<file path="config.mk">
export PLATFORM = sky130hd
export DESIGN_NAME = ps2_keyboard
export DESIGN_NICKNAME = d
export VERILOG_FILES = /design/src/rtl/ps2_pkg.sv /design/src/rtl/key_fifo.sv /design/src/rtl/ps2_keyboard.sv
export SDC_FILE = /design/constraint.sdc
export NUM_CORES = 1
export LEC_CHECK = 0
export BUFFER_PORTS_ARGS = -buffer_cell sky130_fd_sc_hd__buf_2
export CAP_MARGIN = 20
export CORE_UTILIZATION = 59
export DETAILED_ROUTE_END_ITERATION = 10
export PLACE_DENSITY = 0.86
export SYNTH_ARGS = -nofsm -noshare
export SYNTH_HDL_FRONTEND = slang
export SYNTH_SLANG_ARGS = --single-unit
</file>
<file path="constraint.sdc">
create_clock -name CLK_CPU -period 3.7 [get_ports CLK_CPU]
set_clock_uncertainty 0.15 [all_clocks]
set_input_delay 0.74 -clock CLK_CPU [delete_from_list [all_inputs] [get_ports CLK_CPU]]
set_output_delay 0.74 -clock CLK_CPU [all_outputs]
set_load 0.005 [all_outputs]
</file>
<file path="src/rtl/ps2_pkg.sv">
// Shared types and constants for the PS/2 keyboard receiver.
// The FSM encoding is visible on the debug port, so keep these values stable.
package ps2_pkg;

    typedef enum logic [1:0] {
        ST_IDLE   = 2'd0,
        ST_DATA   = 2'd1,
        ST_PARITY = 2'd2,
        ST_STOP   = 2'd3
    } ps2_state_t;

    localparam logic [7:0] PS2_BREAK = 8'hF0;
    localparam logic [7:0] PS2_EXT   = 8'hE0;

endpackage

</file>
<file path="src/rtl/key_fifo.sv">
// Synchronous FIFO holding make codes. A push into a full buffer is dropped and
// latches a sticky overflow flag; a simultaneous pop makes room so both succeed.
module key_fifo #(
    parameter int WIDTH = 8,
    parameter int DEPTH = 8
) (
    input  logic                     clk,
    input  logic                     rst,
    input  logic                     i_push,
    input  logic [WIDTH-1:0]         i_data,
    input  logic                     i_pop,
    output logic [WIDTH-1:0]         o_data,
    output logic                     o_full,
    output logic                     o_empty,
    output logic [$clog2(DEPTH):0]   o_count,
    output logic                     o_overflow
);

    localparam int PW = $clog2(DEPTH);

    logic [WIDTH-1:0] r_mem [DEPTH];
    logic [PW-1:0]    r_wrPtr;
    logic [PW-1:0]    r_rdPtr;
    logic [PW:0]      r_count;
    logic             r_overflow;
    logic             w_doPush;
    logic             w_doPop;

    assign o_empty    = (r_count == '0);
    assign o_full     = (r_count == (PW+1)'(DEPTH));
    assign o_count    = r_count;
    assign o_overflow = r_overflow;
    assign o_data     = r_mem[r_rdPtr];

    assign w_doPop  = i_pop & ~o_empty;
    assign w_doPush = i_push & (~o_full | w_doPop);

    always_ff @(posedge clk or posedge rst) begin
        if (rst) begin
            r_wrPtr    <= '0;
            r_rdPtr    <= '0;
            r_count    <= '0;
            r_overflow <= 1'b0;
        end else begin
            if (w_doPush)
                r_wrPtr <= r_wrPtr + 1'b1;
            if (w_doPop)
                r_rdPtr <= r_rdPtr + 1'b1;
            if (w_doPush && !w_doPop)
                r_count <= r_count + 1'b1;
            else if (w_doPop && !w_doPush)
                r_count <= r_count - 1'b1;
            if (i_push && !w_doPush)
                r_overflow <= 1'b1;
        end
    end

    // Storage needs no reset: entries are only visible once counted.
    always_ff @(posedge clk) begin
        if (w_doPush)
            r_mem[r_wrPtr] <= i_data;
    end

endmodule

</file>
<file path="src/rtl/ps2_keyboard.sv">
// PS/2 device-to-host receiver: conditions the pad signals, deframes bytes,
// strips break/extended prefixes and queues make codes for the CPU read port.
module ps2_keyboard
    import ps2_pkg::*;
#(
    parameter int FIFO_DEPTH     = 8,
    parameter int FILTER_LEN     = 4,
    parameter int TIMEOUT_CYCLES = 24000
) (
    input  logic        CLK_CPU,
    input  logic        resetp,
    input  logic        PS2_CLK,
    input  logic        PS2_DATA,
    input  logic        clean_key_buffer,
    output logic [7:0]  pressed_key,
    output logic        keyboard_valid,
    output logic [31:0] debug
);

    localparam int FCW = $clog2(FILTER_LEN + 1);
    localparam int TW  = $clog2(TIMEOUT_CYCLES + 1);
    localparam int CW  = $clog2(FIFO_DEPTH) + 1;

    logic [1:0]     r_clkSync;
    logic [1:0]     r_dataSync;
    logic           r_filtClk;
    logic [FCW-1:0] r_filtCnt;
    logic           r_fall;
    ps2_state_t     r_state;
    logic [2:0]     r_bitCnt;
    logic [7:0]     r_shift;
    logic           r_parity;
    logic [TW-1:0]  r_timer;
    logic [7:0]     r_lastByte;
    logic [7:0]     r_errCnt;
    logic           r_breakPending;

    logic           w_clk;
    logic           w_data;
    logic           w_timeout;
    logic           w_stopFall;
    logic           w_frameGood;
    logic           w_errInc;
    logic           w_push;
    logic [7:0]     w_head;
    logic           w_empty;
    logic           w_full;
    logic [CW-1:0]  w_count;
    logic           w_overflow;

    assign w_clk  = r_clkSync[1];
    assign w_data = r_dataSync[1];

    always_ff @(posedge CLK_CPU or posedge resetp) begin
        if (resetp) begin
            r_clkSync  <= 2'b11;
            r_dataSync <= 2'b11;
        end else begin
            r_clkSync  <= {r_clkSync[0], PS2_CLK};
            r_dataSync <= {r_dataSync[0], PS2_DATA};
        end
    end

    // The fall strobe is registered together with the filtered level, so it
    // appears exactly FILTER_LEN cycles after the synchronised clock drops.
    always_ff @(posedge CLK_CPU or posedge resetp) begin
        if (resetp) begin
            r_filtClk <= 1'b1;
            r_filtCnt <= '0;
            r_fall    <= 1'b0;
        end else begin
            r_fall <= 1'b0;
            if (w_clk == r_filtClk) begin
                r_filtCnt <= '0;
            end else if (r_filtCnt == FCW'(FILTER_LEN - 1)) begin
                r_filtClk <= w_clk;
                r_filtCnt <= '0;
                r_fall    <= ~w_clk;
            end else begin
                r_filtCnt <= r_filtCnt + 1'b1;
            end
        end
    end

    assign w_timeout   = (r_state != ST_IDLE) && !r_fall && (r_timer == TW'(TIMEOUT_CYCLES - 1));
    assign w_stopFall  = r_fall && (r_state == ST_STOP);
    assign w_frameGood = w_data && (^{r_shift, r_parity});
    assign w_errInc    = w_timeout || (w_stopFall && !w_frameGood);
    assign w_push      = w_stopFall && w_frameGood && !r_breakPending
                         && (r_shift != PS2_BREAK) && (r_shift != PS2_EXT);

    always_ff @(posedge CLK_CPU or posedge resetp) begin
        if (resetp) begin
            r_state  <= ST_IDLE;
            r_bitCnt <= '0;
            r_shift  <= '0;
            r_parity <= 1'b0;
            r_timer  <= '0;
        end else if (w_timeout) begin
            r_state <= ST_IDLE;
            r_timer <= '0;
        end else if (r_fall) begin
            r_timer <= '0;
            case (r_state)
                ST_IDLE: begin
                    if (!w_data) begin
                        r_state  <= ST_DATA;
                        r_bitCnt <= '0;
                    end
                end
                ST_DATA: begin
                    r_shift  <= {w_data, r_shift[7:1]};
                    r_bitCnt <= r_bitCnt + 1'b1;
                    if (r_bitCnt == 3'd7)
                        r_state <= ST_PARITY;
                end
                ST_PARITY: begin
                    r_parity <= w_data;
                    r_state  <= ST_STOP;
                end
                default: r_state <= ST_IDLE;
            endcase
        end else if (r_state != ST_IDLE) begin
            r_timer <= r_timer + 1'b1;
        end
    end

    // An E0 prefix leaves break_pending alone so "E0 F0 xx" is still a release.
    always_ff @(posedge CLK_CPU or posedge resetp) begin
        if (resetp) begin
            r_lastByte     <= '0;
            r_errCnt       <= '0;
            r_breakPending <= 1'b0;
        end else begin
            if (w_stopFall && w_frameGood) begin
                r_lastByte <= r_shift;
                if (r_shift == PS2_BREAK)
                    r_breakPending <= 1'b1;
                else if (r_shift != PS2_EXT)
                    r_breakPending <= 1'b0;
            end
            if (w_errInc && r_errCnt != 8'hFF)
                r_errCnt <= r_errCnt + 1'b1;
        end
    end

    key_fifo #(
        .WIDTH (8),
        .DEPTH (FIFO_DEPTH)
    ) u_fifo (
        .clk        (CLK_CPU),
        .rst        (resetp),
        .i_push     (w_push),
        .i_data     (r_shift),
        .i_pop      (clean_key_buffer),
        .o_data     (w_head),
        .o_full     (w_full),
        .o_empty    (w_empty),
        .o_count    (w_count),
        .o_overflow (w_overflow)
    );

    assign keyboard_valid = ~w_empty;
    assign pressed_key    = w_empty ? 8'h00 : w_head;
    assign debug = {8'h00, r_breakPending, w_overflow, r_state, 4'(w_count), r_errCnt, r_lastByte};

    logic w_unusedFull;
    assign w_unusedFull = w_full;

endmodule

</file>
==> results of run 1 <==
[final cells by class]
class | count | area, um2 | share of cell area (%)
multi-input cells | 238 | 1990 | 30.1
clock inverters | 12 | 98.8 | 1.50
well taps | 129 | 161 | 2.44
inverters | 11 | 41.3 | 0.625
clock buffers | 20 | 447 | 6.76
repair buffers | 50 | 295 | 4.47
flip-flops and latches | 130 | 3580 | 54.2
[state kept, by name, summed over array words and instances (netlist names)]
register           count
r_timer               15
r_state                2
r_breakPending         1
r_dataSync             2
u_fifo.r_wrPtr         3
r_fall                 1
r_filtClk              1
u_fifo.r_rdPtr         3
u_fifo.o_count         4
u_fifo.r_mem          64
u_fifo.o_overflow      1
r_filtCnt              3
r_clkSync              2
r_lastByte             8
r_errCnt               8
r_bitCnt               3
r_shift                8
r_parity               1
[critical path, stage by stage (launching register included)]
cell,delay (ns)
sky130_fd_sc_hd__dfrtp_1,0.58
sky130_fd_sc_hd__xor2_1,0.19
sky130_fd_sc_hd__xnor3_2,0.49
sky130_fd_sc_hd__xnor2_2,0.21
sky130_fd_sc_hd__nor4b_4,0.31
sky130_fd_sc_hd__ha_1,0.22
sky130_fd_sc_hd__inv_1,0.11
sky130_fd_sc_hd__ha_1,0.32
sky130_fd_sc_hd__a21o_1,0.19
sky130_fd_sc_hd__a21oi_1,0.17
sky130_fd_sc_hd__xnor2_1,0.13
sky130_fd_sc_hd__nor2_1,0.07
sky130_fd_sc_hd__xor2_1,0.14
[cells by family after synthesis]
| family | Yosys count |
|---|---|
| simple gates | 108 |
| flops | 130 |
| mux | 44 |
| fa+ha+maj | 15 |
| xor+xnor | 34 |
| compound gates | 29 |
| buf+inv | 32 |
| other cells | 1 |
[through the flow]
stage	cell area [um2]	hold slack, ns	worst slack [ns]	cells
6_report	6610	0.141	0.282	590
5_1_grt	6610	0.151	0.116	590
4_1_cts	6610	0.151	0.305	590
3_5_place_dp	6060	0.198	0.367	558
3_3_place_gp	6060	0.197	0.523	558
2_1_floorplan	5730	0.195	0.495	400
[how the worst min path moves through the flow]
| stage | endpoint | cells past startpoint |
|---|---|---|
| floorplan | r_clkSync[1] | 0 |
| global placement | r_dataSync[1] | 0 |
| detailed placement | r_dataSync[1] | 0 |
| CTS | r_shift[0] | 3 |
| global route | r_clkSync[0] | 1 |
| finish | r_lastByte[1] | 3 |
[layout by cell type (no fill, tap or decap), types with 2 or more instances in the layout]
cell                         count
sky130_fd_sc_hd__a21oi_1         8
sky130_fd_sc_hd__a32o_1          2
sky130_fd_sc_hd__and3b_1         2
sky130_fd_sc_hd__and4b_1         2
sky130_fd_sc_hd__buf_2          37
sky130_fd_sc_hd__buf_4          12
sky130_fd_sc_hd__clkbuf_1        2
sky130_fd_sc_hd__clkbuf_16      17
sky130_fd_sc_hd__clkinv_4        3
sky130_fd_sc_hd__clkinvlp_4      4
sky130_fd_sc_hd__conb_1          8
sky130_fd_sc_hd__dfrtp_1        61
sky130_fd_sc_hd__dfstp_2         5
sky130_fd_sc_hd__edfxtp_1       64
sky130_fd_sc_hd__ha_1           14
sky130_fd_sc_hd__inv_1          10
sky130_fd_sc_hd__inv_6           3
sky130_fd_sc_hd__mux2_2         20
sky130_fd_sc_hd__mux2i_1         8
sky130_fd_sc_hd__mux4_2         16
sky130_fd_sc_hd__nand2_1        26
sky130_fd_sc_hd__nand3_1        11
sky130_fd_sc_hd__nand4_1         5
sky130_fd_sc_hd__nand4b_1        2
sky130_fd_sc_hd__nor2_1         27
sky130_fd_sc_hd__nor2b_1         4
sky130_fd_sc_hd__nor3_1          7
sky130_fd_sc_hd__nor3b_1         5
sky130_fd_sc_hd__nor4_1          2
sky130_fd_sc_hd__o21ai_0         9
sky130_fd_sc_hd__or3_1           3
sky130_fd_sc_hd__xnor2_1        14
sky130_fd_sc_hd__xor2_1         18
[per-layer routing]
| metal | vias up | routed length, um | GRT usage, % |
|---|---|---|---|
| met5 | - | 0 | 0 |
| met4 | 0 | 231 | 10.6 |
| met3 | 20 | 693 | 6.27 |
| met2 | 114 | 5750 | 40.3 |
| met1 | 1638 | 4160 | 28.1 |
| li1 | 1537 | - | - |
[report_power, final]
group / total [mW] / internal (mW) / leakage (nW) / switching (mW)
Sequential: 1.69 / 1.59 / 1.50 / 0.102
Combinational: 0.605 / 0.295 / 1.09 / 0.310
Clock: 1.51 / 0.874 / 0.256 / 0.631
==> Flow_metrics.wiki, run 1 <==
{| class="wikitable"
! Metric !! Value
|-
| Vias in the first global route || 3362
|-
| Fraction of synthesis flops using an asynchronous set or reset pin || 50.8%
|-
| Total chip power || 3.80 mW
|-
| Critical path origin || r_shift[4]
|-
| Setup tns final || 0 ns
|-
| Worst Tran Pin Value || 0.874 ns
|-
| Number of violations of the max-capacitance limit || 0
|-
| Run status || completed
|-
| Number of buffers created by CTS || 17
|-
| Area growth from synthesis to layout || 16.0%
|-
| Via count || 3309
|-
| Post-Synthesis Cell Area || 5700 um2
|-
| Largest net degree at the start of global routing || 67
|-
| Largest family of logic cells by synthesized area || multiplexers
|-
| Number of warnings issued by yosys || 0
|-
| Worst setup path end || u_fifo.o_count[3]
|-
| Most area-consuming cells after synthesis || sky130_fd_sc_hd__edfxtp_1 (34%), sky130_fd_sc_hd__dfrtp_1 (27%), sky130_fd_sc_hd__mux4_2 (6.3%)
|-
| Number of cells produced by synthesis || 393
|-
| Fin crit share || 92.4%
|-
| Mux cell area share after synthesis || 11.7%
|-
| Crit Path Category || flop to flop
|-
| Top Ports || 46
|-
| Unrepaired setup endpoints after global routing || false
|-
| Number of vias per cell after detailed routing || 5.61
|-
| Average wire per standard cell || 18.4 um
|-
| Number of setup violations in the final report || 0
|-
| Layout Nets || 468
|-
| HPWL reported at the end of detailed placement || 6.68 mm
|-
| Cell type with the largest total area after synthesis || sky130_fd_sc_hd__edfxtp_1
|-
| Initial antenna violation count || 0
|-
| Port-buffer cells || 37
|-
| Worst path arrival time || 3.67 ns
|-
| Layout cell share with drive strength beyond 1 || 28.4%
|-
| TritonCTS clock tree || built
|-
| Power density over the cells || 576 nW/um2
|-
| GRT Util Overall || 23.6%
|-
| Data required time of the critical path || 3.95 ns
|-
| Highest Clock Rate || 293 MHz
|-
| Top_reg_cell synth || sky130_fd_sc_hd__edfxtp_1
|-
| Path class of the lowest-slack min-delay path || input port to async pin
|-
| Number of fill cells in the layout || 608
|-
| Post-Synth Adder-Cell Area || 3.42%
|-
| Number of gates given a new drive strength after cts || 0
|-
| Final Wtd Congestion || 0.757
|-
| Headroom to the max-slew limit || 41.7%
|-
| Area share of the largest cell type after synthesis || 33.7%
|-
| Complex-gate fraction of the synthesized area || 3.34%
|-
| Top post-synthesis cells by count || sky130_fd_sc_hd__edfxtp_1 (64), sky130_fd_sc_hd__dfrtp_1 (61), sky130_fd_sc_hd__nor2_1 (27)
|-
| Max-slew violation count || 0
|-
| Mean instance size in the synthesized netlist || 14.5 um2
|-
| CTS clock-pin slew for the worst setup and hold paths || 0.06 ns
|-
| Number of setup buffers added after CTS || 0
|-
| Number of search-and-repair iterations in the first detailed-routing pass || 4
|-
| Library cell used as clock root buffer || sky130_fd_sc_hd__clkbuf_8
|-
| Worst reg2reg path depth || 12
|-
| Area of the core || 9280 um2
|-
| Simple-Gate Fraction of Synth Area || 10.3%
|-
| Floorplan die width || 100 um
|-
| Die height || 100 um
|-
| Maximum count of clock buffers along a single path || 2
|-
| Crit path capture type || flop
|-
| Number of cell rows || 35
|-
| TritonCTS sink count || 130
|-
| First-pass GRT wire length || 17.2 mm
|-
| Cell with the most instances after synthesis || sky130_fd_sc_hd__edfxtp_1
|-
| Final routed DRC violation total || 0
|-
| Count of inserted antenna diode cells || 0
|-
| Number of DRC violations after detailed-routing iteration 0 || 186
|-
| Sequential fraction of the synthesis area || 62.8%
|-
| Number of endpoints with negative hold slack in the final report || 0
|-
| Final WL || 10.8 mm
|-
| Critical Path Start Type || flop
|-
| Clock latency of the later-clocked register in the worst-skew pair || 0.52 ns
|-
| Overall die area || 10100 um2
|-
| Reg2Reg Capture Point || u_fifo.o_count[3]
|-
| Leak || 2.84 nW
|-
| Starting utilization of the core area || 61.4%
|-
| DRT antenna net count || 0
|-
| H-tree levels || 4
|-
| Hold Buf Count CTS || 0
|-
| Reg2Reg Launch Point || r_shift[4]
|-
| Post-layout util || 71.2%
|-
| Crit path max fanout || 12
|-
| Global route total overflow || 0
|-
| Synth cell types || 55
|-
| Fraction of synthesized cell area in xor and xnor cells || 5.62%
|-
| Yosys reg bits || 130
|-
| Final critical-path required period || 3.42 ns
|-
| Count of flip-flops with a built-in enable after synthesis || 64
|-
| Setup slack of the worst register-to-register path || 0.28 ns
|-
| Largest voltage drop on the vdd net || 0.408 mV
|}
Power figures use the tool's default switching activity.
==> run 2, diff against run 1 <==
--- a/config.mk
+++ b/config.mk
@@ -7,9 +7,9 @@
 export LEC_CHECK = 0
 export BUFFER_PORTS_ARGS = -buffer_cell sky130_fd_sc_hd__buf_2
 export CAP_MARGIN = 20
-export CORE_UTILIZATION = 59
+export CORE_UTILIZATION = 44
 export DETAILED_ROUTE_END_ITERATION = 10
-export PLACE_DENSITY = 0.86
+export PLACE_DENSITY = 0.69
 export SYNTH_ARGS = -nofsm -noshare
 export SYNTH_HDL_FRONTEND = slang
 export SYNTH_SLANG_ARGS = --single-unit
==> run 2 against run 1 <==
  * Worst setup slack improved by 0.085 ns
  * Register-to-register slack improved by 0.09 ns
  * Non-clock buffer count rose by 2
  * Clock power rose by 15%
  * Critical path depth did not move
  * Total power rose by 5.4%
  * Via count fell by 1.0%
  * Largest power group is now clock
  * Final cell count rose by 7.6%
  * Sequential power barely moved
==> Flow_metrics.wiki, run 2 (synthesis results as in run 1) <==
{| class="wikitable"
! Metric !! Value
|-
| Most flops, register || u_fifo.r_mem (unchanged)
|-
| Combinational Power Share || 14.3% (was 15.9%)
|-
| Largest register FFs || 64 (unchanged)
|-
| Final WL || 10.4 mm (was 10.8 mm)
|-
| Number of setup violations in the final report || 0 (unchanged)
|-
| Run status || completed (unchanged)
|-
| Headroom to the max-slew limit || 43.9% (was 41.7%)
|-
| Final critical-path required period || 3.33 ns (was 3.42 ns)
|-
| Final routed DRC violation total || 0 (unchanged)
|-
| Number of violations of the max-capacitance limit || 0 (unchanged)
|-
| TritonCTS clock tree || built (unchanged)
|-
| Internal || 3.03 mW (was 2.76 mW)
|-
| Via count || 3275 (was 3309)
|-
| Count of inserted antenna diode cells || 0 (unchanged)
|-
| Count of cells along the worst hold path || 0
|-
| Crit path capture type || flop (unchanged)
|-
| Unrepaired setup endpoints after global routing || false (unchanged)
|-
| Leading registers by flop count || u_fifo.r_mem: 64 flops, r_timer: 15 flops (unchanged)
|-
| Final Wtd Congestion || 0.716 (was 0.757)
|-
| GRT Util Overall || 16.9% (was 23.6%)
|-
| Sequential cell area || 3580 um2 (unchanged)
|-
| Peak-usage layer in the global routing report || met2 (unchanged)
|-
| Number of cell rows || 41 (was 35)
|-
| Most common cell after layout, fill and taps aside || sky130_fd_sc_hd__edfxtp_1 (unchanged)
|-
| Max-slew violation count || 0 (unchanged)
|-
| WHS Endpoint || r_dataSync[1]
|-
| CTS clock-pin slew for the worst setup and hold paths || 0.06 ns (about the same)
|-
| TritonCTS sink count || 130 (unchanged)
|-
| Overall die area || 13400 um2 (was 10100 um2)
|-
| Setup tns final || 0 ns (unchanged)
|-
| Power density over the cells || 596 nW/um2 (was 576 nW/um2)
|-
| H-tree levels || 4 (unchanged)
|-
| Floorplan die width || 116 um (was 100 um)
|-
| Post-Layout Inst Area || 6730 um2 (was 6610 um2)
|-
| Leak || 2.88 nW (was 2.84 nW)
|-
| Critical Path Start Type || flop (unchanged)
|-
| Highest Clock Rate || 300 MHz (was 293 MHz)
|-
| Largest voltage drop on the vdd net || 0.341 mV (was 0.408 mV)
|-
| Met2 Use GR || 27.6% (was 40.3%)
|-
| HPWL reported at the end of detailed placement || 6.66 mm (was 6.68 mm)
|-
| Data required time of the critical path || 3.85 ns (was 3.95 ns)
|-
| Worst path arrival time || 3.48 ns (was 3.67 ns)
|-
| Area growth from synthesis to layout || 18.1% (was 16.0%)
|-
| Library cell used as clock root buffer || sky130_fd_sc_hd__clkbuf_16 (was sky130_fd_sc_hd__clkbuf_8)
|-
| Clock latency of the later-clocked register in the worst-skew pair || 0.41 ns (was 0.52 ns)
|-
| Starting utilization of the core area || 45.2% (was 61.4%)
|-
| Critical path buffers and inverters || 1 (unchanged)
|-
| Layout cell share with drive strength beyond 1 || 28.3% (was 28.4%)
|-
| Port-buffer cells || 37 (unchanged)
|-
| Initial antenna violation count || 0 (unchanged)
|-
| List of cells traversed by the critical path || xor2_1 -> xnor3_2 -> xnor2_2 -> nor4b_4 -> ha_1 -> inv_1 -> ha_1 -> a21o_1 -> a21oi_1 -> xnor2_1 -> nor2_1 -> xor2_1 (unchanged)
|-
| Delay of the slowest cell on the worst path || 0.56 ns (was 0.58 ns)
|-
| Commonest cells after routing, fill and taps aside || sky130_fd_sc_hd__edfxtp_1 (64), sky130_fd_sc_hd__dfrtp_1 (61), sky130_fd_sc_hd__buf_2 (37), sky130_fd_sc_hd__nor2_1 (27), sky130_fd_sc_hd__nand2_1 (26) (unchanged)
|-
| Number of setup buffers added after CTS || 0 (unchanged)
|-
| First-pass GRT wire length || 16.5 mm (was 17.2 mm)
|-
| Sequential share of power || 42.5% (was 44.5%)
|-
| GR Layer Usage met1 || 21.3% (was 28.1%)
|-
| Met3 track demand over resource in global routing || 4.81% (was 6.27%)
|-
| Crit Path Category || flop to flop (unchanged)
|-
| DRT antenna net count || 0 (unchanged)
|-
| Reg2Reg Capture Point || u_fifo.o_count[3] (unchanged)
|-
| Largest net degree at the start of global routing || 67 (unchanged)
|-
| Maximum count of clock buffers along a single path || 2 (unchanged)
|-
| Die height || 116 um (was 100 um)
|-
| Area of the core || 12600 um2 (was 9280 um2)
|-
| Area of the multi-input gates || 1990 um2 (unchanged)
|-
| Relative contribution of the clock network to total power || 43.1% (was 39.6%)
|-
| Layout Nets || 470 (was 468)
|-
| Hold Buf Count CTS || 0 (unchanged)
|-
| Top Ports || 46 (unchanged)
|-
| Source of the worst hold timing path || r_dataSync[0]
|-
| Number of buffers created by CTS || 17 (unchanged)
|-
| Number of vias per cell after detailed routing || 5.16 (was 5.61)
|-
| Number of gates given a new drive strength after cts || 0 (unchanged)
|-
| Post-placement cell area || 6120 um2 (was 6060 um2)
|-
| Crit path max fanout || 12 (unchanged)
|-
| Setup slack of the worst register-to-register path || 0.37 ns (was 0.28 ns)
|-
| Number of endpoints with negative hold slack in the final report || 0 (unchanged)
|-
| Worst Tran Pin Value || 0.841 ns (was 0.874 ns)
|-
| Critical path origin || r_shift[4] (unchanged)
|-
| Total chip power || 4.01 mW (was 3.80 mW)
|-
| Switching Fraction || 24.5% (was 27.4%)
|-
| Worst path slowest cell || sky130_fd_sc_hd__dfrtp_1 (unchanged)
|-
| Average wire per standard cell || 16.4 um (was 18.4 um)
|-
| Power dissipated by switching net loads || 0.983 mW (was 1.04 mW)
|-
| Vias in the first global route || 3200 (was 3362)
|-
| Reg2Reg Launch Point || r_shift[4] (unchanged)
|-
| Worst reg2reg path depth || 12 (unchanged)
|-
| Number of fill cells in the layout || 1072 (was 608)
|-
| Fin crit share || 90.1% (was 92.4%)
|-
| Number of DRC violations after detailed-routing iteration 0 || 183 (was 186)
|-
| Path class of the lowest-slack min-delay path || flop to flop (was input port to async pin)
|-
| Top cell family by delay on the critical path || XOR/XNOR gates (unchanged)
|-
| Global route total overflow || 0 (unchanged)
|-
| Number of search-and-repair iterations in the first detailed-routing pass || 4 (unchanged)
|}
-- run 2: changes by cell type in the layout (fill, tap and decap cells not counted) --
cell,delta
sky130_fd_sc_hd__buf_12,-1
sky130_fd_sc_hd__clkbuf_1,+2
sky130_fd_sc_hd__clkinv_2,+2
sky130_fd_sc_hd__inv_8,-1
sky130_fd_sc_hd__clkinv_4,-2
sky130_fd_sc_hd__inv_6,-3
sky130_fd_sc_hd__bufinv_16,+4
sky130_fd_sc_hd__buf_4,+3
sky130_fd_sc_hd__clkinvlp_4,-2
-- run 2: final cells by class --
cell class | instances | share of cell area [%]
tap | 172 | 3.20
clock buffer | 22 | 6.74
timing repair buffer | 52 | 4.42
multi-input combinational | 238 | 29.5
sequential | 130 | 53.2
clock inverter | 10 | 2.36
inverter | 11 | 0.613
-- run 2: per-layer routing --
metal	share of wire, %	routed length [um]	vias up
met1	45	4640	1647
met3	4.1	423	20
met2	50	5170	66
met5	0	0	-
met4	1.8	186	0
li1	-	-	1542
-- run 2: through the flow --
stage	instances	util, %	setup slack [ns]	hold WS (ns)
floorplan	400	-	0.495	0.195
global placement	603	48.5	0.498	0.197
detailed placement	603	48.5	0.412	0.197
CTS	635	53.4	0.360	0.202
global route	635	53.4	0.196	0.209
finish	635	53.4	0.367	0.201
-- run 2: power by group through the flow --
| stage | clock network (mW) | logic [mW] | registers (mW) |
|---|---|---|---|
| floorplan | 0 | 0.441 | 1.69 |
| global route | 1.81 | 0.650 | 1.72 |
| global placement | 0 | 0.557 | 1.73 |
| detailed placement | 0 | 0.580 | 1.73 |
| finish | 1.73 | 0.575 | 1.71 |
| CTS | 1.75 | 0.586 | 1.71 |
-- run 2: how the worst max path moves through the flow --
stage / endpoint / cells past startpoint
after floorplan: u_fifo.o_count[3] / 12
after global placement: u_fifo.o_count[3] / 12
after detailed placement: u_fifo.o_count[3] / 12
after CTS: u_fifo.o_count[3] / 12
after global routing: u_fifo.o_count[3] / 12
final: u_fifo.o_count[3] / 12
-- run 2: worst reg2reg max path, delay by kind of cell (launching register included) --
family | cells | cell delay (ns)
AO/OA/AOI/OAI | 2 | 0.36
XOR/XNOR | 5 | 1.19
adder cells (fa/ha/maj) | 2 | 0.50
buffers and inverters | 1 | 0.09
flip-flops | 1 | 0.56
AND/OR/NAND/NOR | 2 | 0.39
==> run 3, diff against run 2 <==
--- a/config.mk
+++ b/config.mk
@@ -7,6 +7,7 @@
 export LEC_CHECK = 0
 export BUFFER_PORTS_ARGS = -buffer_cell sky130_fd_sc_hd__buf_2
 export CAP_MARGIN = 20
+export CORE_MARGIN = 2
 export CORE_UTILIZATION = 44
 export DETAILED_ROUTE_END_ITERATION = 10
 export PLACE_DENSITY = 0.69
==> run 3 against run 2 <==
  * Clock power decreased by 3%
  * Worst setup slack worse by 0.0048 ns
  * Cell area hardly changed
  * Maximum frequency fell by 0.14%
  * Highest routed layer unchanged
  * Count of clock-buffer cells in the layout stayed put
  * Hold slack better by 0.0048 ns
  * Utilization about the same
  * Critical path depth unchanged
  * First-iteration DRC count increased by 26%
  * Sequential share of layout area barely moved
  * Die area rose by 3.5%
==> Flow_metrics.wiki, run 3 (synthesis results as in run 1) <==
{| class="wikitable"
! Metric !! Value
|-
| Number of DRC violations after detailed-routing iteration 0 || 231 (was 183)
|-
| Headroom to the max-slew limit || 43.3% (was 43.9%)
|-
| First-pass GRT wire length || 17.4 mm (was 16.5 mm)
|-
| H-tree levels || 4 (unchanged)
|-
| Number of vias per cell after detailed routing || 5.13 (was 5.16)
|-
| GRT Util Overall || 16.2% (was 16.9%)
|-
| Setup tns final || 0 ns (unchanged)
|-
| Final Instance Count excl. Fillers || 635 (unchanged)
|-
| CTS clock-pin slew for the worst setup and hold paths || 0.06 ns (about the same)
|-
| Most flops, register || u_fifo.r_mem (unchanged)
|-
| Hold Buf Count CTS || 0 (unchanged)
|-
| Final critical-path required period || 3.34 ns (was 3.33 ns)
|-
| Leak || 2.88 nW (about the same)
|-
| Number of gates given a new drive strength after cts || 0 (unchanged)
|-
| Met3 track demand over resource in global routing || 3.92% (was 4.81%)
|-
| Layout Nets || 470 (unchanged)
|-
| TritonCTS clock tree || built (unchanged)
|-
| Leading registers by flop count || u_fifo.r_mem: 64 flops, r_timer: 15 flops (unchanged)
|-
| Number of setup violations in the final report || 0 (unchanged)
|-
| Run status || completed (unchanged)
|-
| GR Layer Usage met1 || 21.1% (was 21.3%)
|-
| Setup slack of the worst register-to-register path || 0.36 ns (was 0.37 ns)
|-
| Overall die area || 13900 um2 (was 13400 um2)
|-
| Maximum count of clock buffers along a single path || 2 (unchanged)
|-
| Post-placement cell area || 6120 um2 (unchanged)
|-
| Worst reg2reg path depth || 12 (unchanged)
|-
| Starting utilization of the core area || 45.2% (unchanged)
|-
| Max-slew violation count || 0 (unchanged)
|-
| Critical path origin || r_shift[4] (unchanged)
|-
| HPWL reported at the end of detailed placement || 6.85 mm (was 6.66 mm)
|-
| Total chip power || 3.95 mW (was 4.01 mW)
|-
| Floorplan die width || 118 um (was 116 um)
|-
| Area growth from synthesis to layout || 18.0% (was 18.1%)
|-
| Layout cell share with drive strength beyond 1 || 28.7% (was 28.3%)
|-
| DRT antenna net count || 0 (unchanged)
|-
| Worst Tran Pin Value || 0.849 ns (was 0.841 ns)
|-
| Source of the worst hold timing path || r_clkSync[0] (was r_dataSync[0])
|-
| Largest net degree at the start of global routing || 40 (was 67)
|-
| Area of the core || 12600 um2 (unchanged)
|-
| Critical Path Start Type || flop (unchanged)
|-
| Number of violations of the max-capacitance limit || 0 (unchanged)
|-
| Unrepaired setup endpoints after global routing || false (unchanged)
|-
| Port-buffer cells || 37 (unchanged)
|-
| Final Wtd Congestion || 0.738 (was 0.716)
|-
| Count of inserted antenna diode cells || 0 (unchanged)
|-
| Post-Layout Inst Area || 6730 um2 (about the same)
|-
| Clock latency of the later-clocked register in the worst-skew pair || 0.41 ns (about the same)
|-
| Power density over the cells || 588 nW/um2 (was 596 nW/um2)
|-
| Library cell used as clock root buffer || sky130_fd_sc_hd__clkbuf_16 (unchanged)
|-
| Die height || 118 um (was 116 um)
|-
| Reg2Reg Launch Point || r_shift[4] (unchanged)
|-
| Average wire per standard cell || 16.3 um (was 16.4 um)
|-
| Peak-usage layer in the global routing report || met2 (unchanged)
|-
| Count of cells along the worst hold path || 0 (unchanged)
|-
| Most common cell after layout, fill and taps aside || sky130_fd_sc_hd__edfxtp_1 (unchanged)
|-
| Commonest cells after routing, fill and taps aside || sky130_fd_sc_hd__edfxtp_1 (64), sky130_fd_sc_hd__dfrtp_1 (61), sky130_fd_sc_hd__buf_2 (37), sky130_fd_sc_hd__nor2_1 (27), sky130_fd_sc_hd__nand2_1 (26) (unchanged)
|-
| Largest voltage drop on the vdd net || 0.356 mV (was 0.341 mV)
|-
| Highest Clock Rate || 300 MHz (about the same)
|-
| Top Ports || 46 (unchanged)
|-
| Number of search-and-repair iterations in the first detailed-routing pass || 4 (unchanged)
|-
| Crit path max fanout || 12 (unchanged)
|-
| Data required time of the critical path || 3.83 ns (was 3.85 ns)
|-
| Worst setup path end || u_fifo.o_count[3] (unchanged)
|-
| Largest register FFs || 64 (unchanged)
|-
| Met2 Use GR || 26.3% (was 27.6%)
|-
| Final WL || 10.3 mm (was 10.4 mm)
|-
| Number of cell rows || 41 (unchanged)
|-
| Number of buffers created by CTS || 17 (unchanged)
|-
| Number of endpoints with negative hold slack in the final report || 0 (unchanged)
|-
| TritonCTS sink count || 130 (unchanged)
|-
| Number of setup buffers added after CTS || 0 (unchanged)
|-
| Placed Cells incl. Taps || 603 (unchanged)
|-
| Global route total overflow || 0 (unchanged)
|-
| Via count || 3260 (was 3275)
|-
| Crit path capture type || flop (unchanged)
|-
| Initial antenna violation count || 0 (unchanged)
|-
| Worst path arrival time || 3.47 ns (was 3.48 ns)
|-
| Vias in the first global route || 3393 (was 3200)
|-
| Reg2Reg Capture Point || u_fifo.o_count[3] (unchanged)
|-
| Final routed DRC violation total || 0 (unchanged)
|-
| Post-layout util || 53.3% (was 53.4%)
|-
| Path class of the lowest-slack min-delay path || flop to flop (unchanged)
|-
| Crit Path Category || flop to flop (unchanged)
|-
| Fin crit share || 90.2% (was 90.1%)
|}
## run 3: stage by stage
stage,hold WS (ns),setup WS [ns]
finish,0.206,0.362
global route,0.209,0.123
CTS,0.208,0.363
detailed placement,0.200,0.424
global placement,0.200,0.505
floorplan,0.195,0.495
## run 3: where the power goes
part / total (mW) / internal (mW) / switching [mW]
Clock: 1.68 / 1.11 / 0.574
Combinational: 0.584 / 0.290 / 0.294
Sequential: 1.69 / 1.59 / 0.0955
Total: 3.95 / 2.99 / 0.963
## run 3: how the worst min path moves through the flow
stage	slack (ns)	end
after floorplan	0.20	r_clkSync[1]
after global placement	0.20	r_clkSync[1]
after detailed placement	0.20	r_clkSync[1]
after CTS	0.21	r_clkSync[1]
after global routing	0.21	r_clkSync[1]
final	0.21	r_clkSync[1]
## run 3: critical path, cell delays in order, from the launching register on
cell and delay (ns):
sky130_fd_sc_hd__dfrtp_1 0.57, sky130_fd_sc_hd__xor2_1 0.20, sky130_fd_sc_hd__xnor3_2 0.49, sky130_fd_sc_hd__xnor2_2 0.21
sky130_fd_sc_hd__nor4b_4 0.32, sky130_fd_sc_hd__ha_1 0.22, sky130_fd_sc_hd__inv_1 0.09, sky130_fd_sc_hd__ha_1 0.27
sky130_fd_sc_hd__a21o_1 0.17, sky130_fd_sc_hd__a21oi_1 0.17, sky130_fd_sc_hd__xnor2_1 0.13, sky130_fd_sc_hd__nor2_1 0.07
sky130_fd_sc_hd__xor2_1 0.15
## run 3: metal layers
layer	up-vias	part of all wire (%)
met5	-	0
met4	0	1.1
met3	11	3.9
met2	67	50
met1	1638	44
li1	1544	-
## run 3: area by class of cell
class | instances | area (um2)
Fill cell | 1074 | 5890
Sequential cell | 130 | 3580
Multi-Input combinational cell | 238 | 1990
Clock buffer | 22 | 474
Timing Repair Buffer | 52 | 298
Tap cell | 172 | 215
Clock inverter | 10 | 133
Inverter | 11 | 41.3
